$ cat src/rtl/decim_chain_seq_pkg.sv
// rtl/decim_chain_seq_pkg.sv - FilterLib types and defaults for the decimating chain sequencer
package decim_chain_seq_pkg;

  typedef enum logic [1:0] {
    IDLE   = 2'd0,
    FLUSH  = 2'd1,
    SETTLE = 2'd2,
    RUN    = 2'd3
  } decim_seq_state_t;

  localparam int DECIM_SEQ_FLUSH_DEF  = 64;
  localparam int DECIM_SEQ_SETTLE_DEF = 16;

  // Address width for a power-of-2 FIFO, never narrower than one bit
  function automatic int fifo_addr_w(input int depth);
    return (depth < 2) ? 1 : $clog2(depth);
  endfunction

endpackage

$ cat src/rtl/decim_chain_seq_sync_fifo.sv
// rtl/decim_chain_seq_sync_fifo.sv - synchronous FIFO with registered head, push-when-full accepted only alongside a pop
module sync_fifo
  import decim_chain_seq_pkg::*;
#(
  parameter int DATA_W = 32,
  parameter int DEPTH  = 4
) (
  input  logic              clk,
  input  logic              rst_n,
  input  logic              clr,
  input  logic              push,
  input  logic [DATA_W-1:0] din,
  input  logic              pop,
  output logic [DATA_W-1:0] head,
  output logic              full,
  output logic              empty
);

  localparam int AW = fifo_addr_w(DEPTH);

  logic [DATA_W-1:0] mem [DEPTH];
  logic [AW-1:0]     wr_ptr;
  logic [AW-1:0]     rd_ptr;
  logic [AW:0]       count;
  logic              do_push;
  logic              do_pop;
  logic [AW:0]       count_after_pop;

  assign full            = (count == (AW+1)'(DEPTH));
  assign empty           = (count == '0);
  assign do_pop          = pop & ~empty;
  assign do_push         = push & (~full | do_pop);
  assign count_after_pop = count - (AW+1)'(do_pop);

  // Storage write; a cleared FIFO ignores the push of that cycle
  always_ff @(posedge clk) begin
    if (do_push && !clr) begin
      mem[wr_ptr] <= din;
    end
  end

  // Pointers, occupancy and the registered head word
  always_ff @(posedge clk) begin
    if (!rst_n || clr) begin
      wr_ptr <= '0;
      rd_ptr <= '0;
      count  <= '0;
      head   <= '0;
    end else begin
      if (do_push) wr_ptr <= wr_ptr + 1'b1;
      if (do_pop)  rd_ptr <= rd_ptr + 1'b1;
      count <= count_after_pop + (AW+1)'(do_push);
      // A push into an (effectively) empty FIFO becomes the head directly;
      // otherwise a pop exposes the next stored word.
      if (do_push && count_after_pop == '0) begin
        head <= din;
      end else if (do_pop) begin
        head <= mem[rd_ptr + 1'b1];
      end
    end
  end

endmodule

$ cat src/rtl/decim_chain_seq.sv
// rtl/decim_chain_seq.sv - run-control sequencer for the decimating chain; optional watchdog via DECIM_SEQ_WATCHDOG_EN
module decim_chain_seq
  import decim_chain_seq_pkg::*;
#(
  parameter int DATA_W         = 32,
  parameter int FLUSH_CYCLES   = DECIM_SEQ_FLUSH_DEF,
  parameter int SETTLE_SAMPLES = DECIM_SEQ_SETTLE_DEF,
  parameter int FIFO_DEPTH     = 4,
  parameter int CNT_W          = 16,
  parameter int TIMEOUT_CYCLES = 4096
) (
  input  logic              clk,
  input  logic              rst_n,
  input  logic              start,
  input  logic              stop,
  input  logic [DATA_W-1:0] s_data,
  input  logic              s_valid,
  output logic              chain_rst,
  output logic              chain_ce,
  output logic [DATA_W-1:0] chain_din,
  input  logic [DATA_W-1:0] chain_dout,
  input  logic              chain_dout_valid,
  output logic [DATA_W-1:0] m_data,
  output logic              m_valid,
  input  logic              m_ready,
  output logic [1:0]        state,
  output logic              overrun,
  output logic              timeout,
  output logic [CNT_W-1:0]  sample_cnt
);

  localparam int FLUSH_W  = $clog2(FLUSH_CYCLES + 1);
  localparam int SETTLE_W = $clog2(SETTLE_SAMPLES + 2);

  decim_seq_state_t     state_q;
  decim_seq_state_t     state_d;
  logic [FLUSH_W-1:0]   flush_cnt;
  logic [SETTLE_W-1:0]  settle_cnt;
  logic                 stop_hit;
  logic                 start_hit;
  logic                 settle_done;
  logic                 run_push;
  logic                 push_ok;
  logic                 pop;
  logic                 wd_fire;
  logic                 fifo_full;
  logic                 fifo_empty;

  assign stop_hit    = (state_q != IDLE) & stop;
  assign start_hit   = (state_q == IDLE) & start & ~stop;
  assign settle_done = (state_q == SETTLE) & chain_dout_valid &
                       ((int'(settle_cnt) + 1) == SETTLE_SAMPLES);
  assign run_push    = (state_q == RUN) & chain_dout_valid & ~stop;
  assign pop         = m_valid & m_ready;
  assign push_ok     = run_push & (~fifo_full | pop);
  assign m_valid     = ~fifo_empty;
  assign chain_din   = s_data;
  assign state       = state_q;

`ifdef DECIM_SEQ_WATCHDOG_EN
  localparam int WD_W = $clog2(TIMEOUT_CYCLES + 1);
  logic [WD_W-1:0] wd_cnt;
  logic            timeout_q;
  logic            wd_armed;

  assign wd_armed = (state_q == SETTLE) | (state_q == RUN);
  assign wd_fire  = wd_armed & ~stop & ~chain_dout_valid &
                    (int'(wd_cnt) == TIMEOUT_CYCLES - 1);
  assign timeout  = timeout_q;

  // Watchdog: cycles since the last chain output while the chain should be producing
  always_ff @(posedge clk) begin
    if (!rst_n) begin
      wd_cnt    <= '0;
      timeout_q <= 1'b0;
    end else begin
      if (!wd_armed || chain_dout_valid || wd_fire) wd_cnt <= '0;
      else                                          wd_cnt <= wd_cnt + 1'b1;
      if (start_hit)    timeout_q <= 1'b0;
      else if (wd_fire) timeout_q <= 1'b1;
    end
  end
`else
  assign wd_fire = 1'b0;
  // Constant 0; the comparison only keeps the limit parameter referenced
  assign timeout = (TIMEOUT_CYCLES < 0);
`endif

  // Next-state and chain control; stop overrides watchdog recovery
  always_comb begin
    state_d   = state_q;
    chain_rst = 1'b1;
    chain_ce  = 1'b0;
    case (state_q)
      IDLE:   if (start_hit) state_d = FLUSH;
      FLUSH:  if (flush_cnt == '0) state_d = (SETTLE_SAMPLES == 0) ? RUN : SETTLE;
      SETTLE: begin
        chain_rst = 1'b0;
        chain_ce  = s_valid;
        if (settle_done) state_d = RUN;
      end
      RUN: begin
        chain_rst = 1'b0;
        chain_ce  = s_valid;
      end
      default: state_d = IDLE;
    endcase
    if (wd_fire)  state_d = FLUSH;
    if (stop_hit) state_d = IDLE;
  end

  // State register, flush/settle counters, sticky overrun and sample counter
  always_ff @(posedge clk) begin
    if (!rst_n) begin
      state_q    <= IDLE;
      flush_cnt  <= '0;
      settle_cnt <= '0;
      overrun    <= 1'b0;
      sample_cnt <= '0;
    end else begin
      state_q <= state_d;
      if (start_hit || wd_fire) begin
        flush_cnt <= FLUSH_W'(FLUSH_CYCLES - 1);
      end else if (state_q == FLUSH && flush_cnt != '0) begin
        flush_cnt <= flush_cnt - 1'b1;
      end
      if (state_q != SETTLE)    settle_cnt <= '0;
      else if (chain_dout_valid) settle_cnt <= settle_cnt + 1'b1;
      if (start_hit) begin
        overrun    <= 1'b0;
        sample_cnt <= '0;
      end else begin
        if (run_push && fifo_full && !pop) overrun <= 1'b1;
        if (push_ok) sample_cnt <= sample_cnt + 1'b1;
      end
    end
  end

  sync_fifo #(
    .DATA_W (DATA_W),
    .DEPTH  (FIFO_DEPTH)
  ) u_fifo (
    .clk   (clk),
    .rst_n (rst_n),
    .clr   (stop_hit | wd_fire),
    .push  (run_push),
    .din   (chain_dout),
    .pop   (pop),
    .head  (m_data),
    .full  (fifo_full),
    .empty (fifo_empty)
  );

endmodule

$ cat config.mk
export PLATFORM = sky130hd
export DESIGN_NAME = decim_chain_seq
export DESIGN_NICKNAME = d
export VERILOG_FILES = /design/src/rtl/decim_chain_seq_pkg.sv /design/src/rtl/decim_chain_seq_sync_fifo.sv /design/src/rtl/decim_chain_seq.sv
export SDC_FILE = /design/constraint.sdc
export NUM_CORES = 1
export LEC_CHECK = 0
export BUFFER_PORTS_ARGS = -buffer_cell sky130_fd_sc_hd__buf_4
export CAP_MARGIN = 20
export CORE_MARGIN = 4
export CORE_UTILIZATION = 45
export DETAILED_ROUTE_END_ITERATION = 6
export PLACE_DENSITY = 0.67
export SLEW_MARGIN = 10
export SYNTH_ARGS = -nofsm -noshare
export SYNTH_HDL_FRONTEND = slang
export SYNTH_SLANG_ARGS = --single-unit
$ cat constraint.sdc
create_clock -name clk -period 6.45 [get_ports clk]
set_clock_uncertainty 0.15 [all_clocks]
set_input_delay 0.645 -clock clk [delete_from_list [all_inputs] [get_ports clk]]
set_output_delay 0.645 -clock clk [all_outputs]
set_load 0.01 [all_outputs]
* Yosys cells after proc, flatten, opt, wreduce, memory -nomap -nowiden
Memories as Yosys holds them, arrays and structs flattened. Cells that the tools add are included.
Word-level totals: output and inout bits 87, input port bits 71, bits in registers 70, RAM bits 128, word-level logic and storage cells 80, memories 1
Memory list:
- u_fifo.mem | words 4, width 32, rd ports 1, clocked after memory_dff 0, write ports 1, line decim_chain_seq_sync_fifo.sv:21 | logic [DATA_W-1:0] mem [DEPTH];
Operators by class: bitwise operators 17, muxes and demuxes 12, eq/ne operators 9, add/subtract/negate cells 8, reduce and logical (&&, ||, !) cells 23
Operator list (count):
- 32-bit two-way mux | 2
- 16-bit by 1-bit adder with 16-bit output, second input constant | 1
- 6-bit two-way mux | 2
- 1-bit bitwise AND | 11
- 2-bit != test, second input constant | 4
- 2-bit OR reduction | 4
- 7-bit zero test | 1
- 7-bit nonzero test | 1
- 7-bit by 1-bit subtractor with 7-bit output, second input constant | 1
- 5-bit by 1-bit adder with 6-bit output, second input constant | 1
- 6-bit by 5-bit == test with 1-bit output, second input constant | 1
- 3-bit zero test | 2
- 2-bit two-way mux | 3
- 2-bit one-hot mux with 3 select lines | 1
- 2-bit nonzero test | 3
- 5-bit by 1-bit adder with 5-bit output, second input constant | 1
- 1-bit logical AND | 5
- 2-bit by 1-bit adder with 2-bit output, second input constant | 2
- 2-bit == test, second input constant | 2
- 1-bit two-way mux | 4
- 1-bit NOT | 4
- 4-bit AND reduction | 1
- 3-bit by 1-bit adder with 3-bit output | 1
- 3-bit == test, second input constant | 1
- 7 further kinds | 10

* Depth between registers and ports, before layout
depth after elaboration 9, gate-level depth with buffers 11, gate-level depth less buffers 8

* Modules after synthesis
Synthesis repeated with hierarchy kept, for this count alone.
Unflattened totals: cells, all modules 611, area, all modules 8464.4 um^2
Modules (own cells, without submodules):
- sync_fifo | cells each 399, area each 6618.8 um^2, instances 1
- decim_chain_seq | cells each 212, area each 1845.5 um^2, instances 1

* Worst setup path after synthesis
Ideal clock, no wire load.
path type input to register, start in chain_dout_valid, end mem u_fifo.mem[0][0] (enable), path slack 3.599 ns, cell stages on the path 7, required time 5.908 ns, buffers on the path 3, arrival time 2.309 ns, path through buf_4 -> nand3b_4 -> or2_1 -> buf_4 -> inv_4 -> buf_2 -> and2_1
On the way: word-level cells in the longest chain between the ends 6
Ends and longest elaborated chain:
- start, declared | line decim_chain_seq.sv:22 | input logic chain_dout_valid,
- 1-bit bitwise AND (2 in series) | line decim_chain_seq.sv:53 | assign run_push = (state_q == RUN) & chain_dout_valid & ~stop;
- 1-bit bitwise AND | line decim_chain_seq_sync_fifo.sv:32 | assign do_push = push & (~full | do_pop);
- 1-bit logical AND | line decim_chain_seq_sync_fifo.sv:37 | if (do_push && !clr) begin
- 1-bit two-way mux | line decim_chain_seq_sync_fifo.sv:37
- 1-bit two-way mux (implied by the code) | line decim_chain_seq_sync_fifo.sv:38 | mem[wr_ptr] <= din;
- end, declared | line decim_chain_seq_sync_fifo.sv:21
Every way passes these cells.

* Worst setup path after layout
start reg u_fifo.count[0], end reg u_fifo.head[3]
On the way: word-level cells in the longest chain between the ends 8, elaborated cells between the ends (all ways) 13
Ends and longest elaborated chain:
- start, declared | line decim_chain_seq_sync_fifo.sv:24 | logic [AW:0] count;
- start signal, assigned | line decim_chain_seq_sync_fifo.sv:52 | count <= count_after_pop + (AW+1)'(do_push);
- 3-bit zero test | line decim_chain_seq_sync_fifo.sv:30 | assign empty = (count == '0);
- 1-bit NOT | line decim_chain_seq_sync_fifo.sv:31, decim_chain_seq.sv:56
- 1-bit bitwise AND | line decim_chain_seq.sv:54 | assign pop = m_valid & m_ready;
- 1-bit bitwise AND | line decim_chain_seq_sync_fifo.sv:31 | assign do_pop = pop & ~empty;
- 3-bit by 1-bit subtractor with 3-bit output / 1-bit bitwise OR (equally long branches) | line decim_chain_seq_sync_fifo.sv:33, decim_chain_seq_sync_fifo.sv:32
- 3-bit zero test / 1-bit bitwise AND (equally long branches) | line decim_chain_seq_sync_fifo.sv:55, decim_chain_seq_sync_fifo.sv:32
- 1-bit logical AND | line decim_chain_seq_sync_fifo.sv:55 | if (do_push && count_after_pop == '0) begin
- 32-bit two-way mux / 2-bit nonzero test (equally long branches)
- end signal, assigned | line decim_chain_seq_sync_fifo.sv:56 | head <= din;
- end signal, assigned | line decim_chain_seq_sync_fifo.sv:58 | head <= mem[rd_ptr + 1'b1];
- end, declared | line decim_chain_seq_sync_fifo.sv:14 | output logic [DATA_W-1:0] head,
Parallel ways exist; a longest one is shown, timed or not. A chain may end at the register's enable or synchronous reset.

==> results.yml <==
setup_path:
  critPathSlowestCell: "buf_4"
  critPathMaxFanout: 64
  crit_type: "flip-flop to flip-flop"
  r2r-start: "u_fifo.count[0]$_SDFF_PP0_"
  end_kind: "flip-flop"
  critPathLaunchType: "flip-flop"
  critical-path-top-delay-family: "buffers and inverters"
  arrival_ns: 3.65
  critical_path.reg2reg.endpoint: "u_fifo.head[3]$_SDFFE_PP0P_"
  crit_required_ns: 6.64
  reg2reg_setup_slack_ns: 2.99
  critPathBufInv: 2
  r2r_cells: 10
  crit_start: "u_fifo.count[0]$_SDFF_PP0_"
  worstPathCellList: "or3_1, and2_2, buf_4, ha_1, ha_1, xnor2_1, nand4_4, buf_4, nor2_1, a211oi_2"
  slowest_delay_ns: 0.75
power_and_ir_drop:
  power_density_mw_per_mm2: 294.3
  peakVddDrop_uv: 168.8
  total_leakage_power_nw: 3.302
  report.power.total_mw: 2.846
cts:
  cts_tree: "yes"
  cts_hold_buf: 0
  clk_pin_slew_ns: 0.07
  htree_levels: 4
  clockRootBuffer: "clkbuf_16"
  clk_latency_ns: 0.42
  post-cts-setup-buffers: 0
  clk_path_buf_depth: 2
  cts.sinks: 198
  cts_resized: 0
  cts_buffers: 17
routing:
  viasPerCell: 5.358
  ant_nets: 0
  vias: 4608
  drt-wirelength-per-cell_um: 19.05
  route.final.wire_length_um: 16380
  drtIter0Drc: 177
  first_pass_iters: 4
  route.detailed.drc: 0
placed_design:
  hpwl_um: 10000
  io_buffers: 92
  place_congestion: 0.7563
yosys:
  synth-edff-count: 128
  ys_ff_latch: 198
  ys.flop_type: "edfxtp_1"
  yosysTopAreaCellShare_pct: 45.23
  syn_avg_cell_area_um2: 15.04
  synthArstFlopShare_pct: 0
  synthCells: 565
  syn_area_mm2: 0.008498
  postSynthNetCount: 654
  yosys_warnings: 0
  synth-seq-area-share_pct: 61.72
  synth_largest_area_cell: "edfxtp_1"
  synth_area_leaders: "edfxtp_1 (45%), dfxtp_1 (16%), mux4_2 (8.5%)"
  ys_types: 48
status:
  status: "finished, final reports clean"
worst_hold_path:
  hold_class: "input port to flip-flop"
  min_from: "chain_dout[2]"
  min_delay_path_depth: 1
  hold_end: "u_fifo.mem[1][2]$_DFFE_PP_"
final_layout:
  post-route-util_pct: 52.93
  synthToLayoutAreaGrowth_pct: 13.80
  fill_cells: 1508
  layout.nets: 708
  drive_above_1_share_pct: 34.87
  diodes: 0
  layout_common_cells: "edfxtp_1 (128), buf_4 (96), dfxtp_1 (68)"
  final_common_cell: "edfxtp_1"
timing:
  setup_viol: 0
  period_minus_slack_ns: 3.456
  fmax_mhz: 289.4
  hold_ws_ns: 0.2780
  tns_ns: 0
  rsz0062_at_grt: "no"
  worst_pin_slew_ns: 1.005
  relSlewSlack_pct: 33.00
  final.period_utilization_pct: 53.58
  final-hold-violation-count: 0
  maxSlewViolCount: 0
grt:
  grt_pass1_wl_um: 26200
  antenna_found_initial: 0
  grtUsageTotal_pct: 15.72
  gr-total-overflow: 0
  grt_pass1_vias: 4814
  grt_max_degree: 65
die:
  start_util_pct: 46.51
  ios: 158
  fp.dieH_um: 145.4
  core-area_mm2: 0.01827
  die-area_mm2: 0.02115
  die_width_um: 145.4
  rows: 49
run:
  max-cap-violations: 0
[state kept, by name, indices dropped and copies added, names as in the netlist]
register       count
settle_cnt         5
u_fifo.wr_ptr      2
state              2
u_fifo.head       32
sample_cnt        16
u_fifo.count       3
overrun            1
u_fifo.mem       128
u_fifo.rd_ptr      2
flush_cnt          7
[worst max path at each step]
stage / cells past startpoint / endpoint / slack, ns
after global placement: 10 / u_fifo.head[28]$_SDFFE_PP0P_ / 3.09
after floorplan: 7 / u_fifo.mem[0][0]$_DFFE_PP_ / 3.60
final: 10 / u_fifo.head[3]$_SDFFE_PP0P_ / 2.99
after global routing: 10 / u_fifo.head[13]$_SDFFE_PP0P_ / 2.77
after detailed placement: 10 / u_fifo.head[12]$_SDFFE_PP0P_ / 2.96
after CTS: 10 / u_fifo.head[3]$_SDFFE_PP0P_ / 2.95
[area by class of cell]
class                           instances  area [um^2]  share of cell area (%)
Clock buffer                           19        432.9                   4.477
Clock inverter                         12        145.1                   1.501
Inverter                               12        47.55                  0.4917
Multi-Input combinational cell        294         2790                   28.85
Sequential cell                       198         5248                   54.26
Tap cell                              229        286.5                   2.963
Timing Repair Buffer                   96        720.7                   7.452
[cells by family after synthesis]
logic type      share of synthesized area (%)
mux                                     12.37
flops                                   61.72
simple gates                            7.965
other cells                           0.04413
compound gates                          6.405
buf+inv                                 5.654
fa+ha+maj                               2.650
xor+xnor                                3.195
[metal layers]
| metal | vias up | track usage, % | share of wire, % |
|---|---|---|---|
| li1 | 2169 | - | - |
| met1 | 2289 | 20.32 | 43 |
| met2 | 111 | 25.45 | 49 |
| met3 | 39 | 5.263 | 5.8 |
| met4 | 0 | 4.511 | 1.4 |
| met5 | - | 0 | 0 |
[through the flow]
stage | std cells | setup slack [ns] | cell area (um^2)
after detailed placement | 829 | 2.961 | 9092
after floorplan | 565 | 3.599 | 8498
after CTS | 860 | 2.951 | 9671
after global routing | 860 | 2.768 | 9671
final | 860 | 2.994 | 9671
after global placement | 829 | 3.095 | 9092
[cell usage after synthesis (all sizes together), types with 9 or more instances]
cell type	count
and2	9
inv	12
a211oi	32
nand2	18
nor2	62
mux4	32
xnor2	12
xor2	19
dfxtp	70
ha	18
buf	53
mux2i	33
edfxtp	128
[power breakdown]
part	switching, mW	internal, mW
sequential	0.0520	1.39
clock	0.468	0.578
combinational	0.174	0.180
total	0.694	2.15
Power figures use the tool's default switching activity.
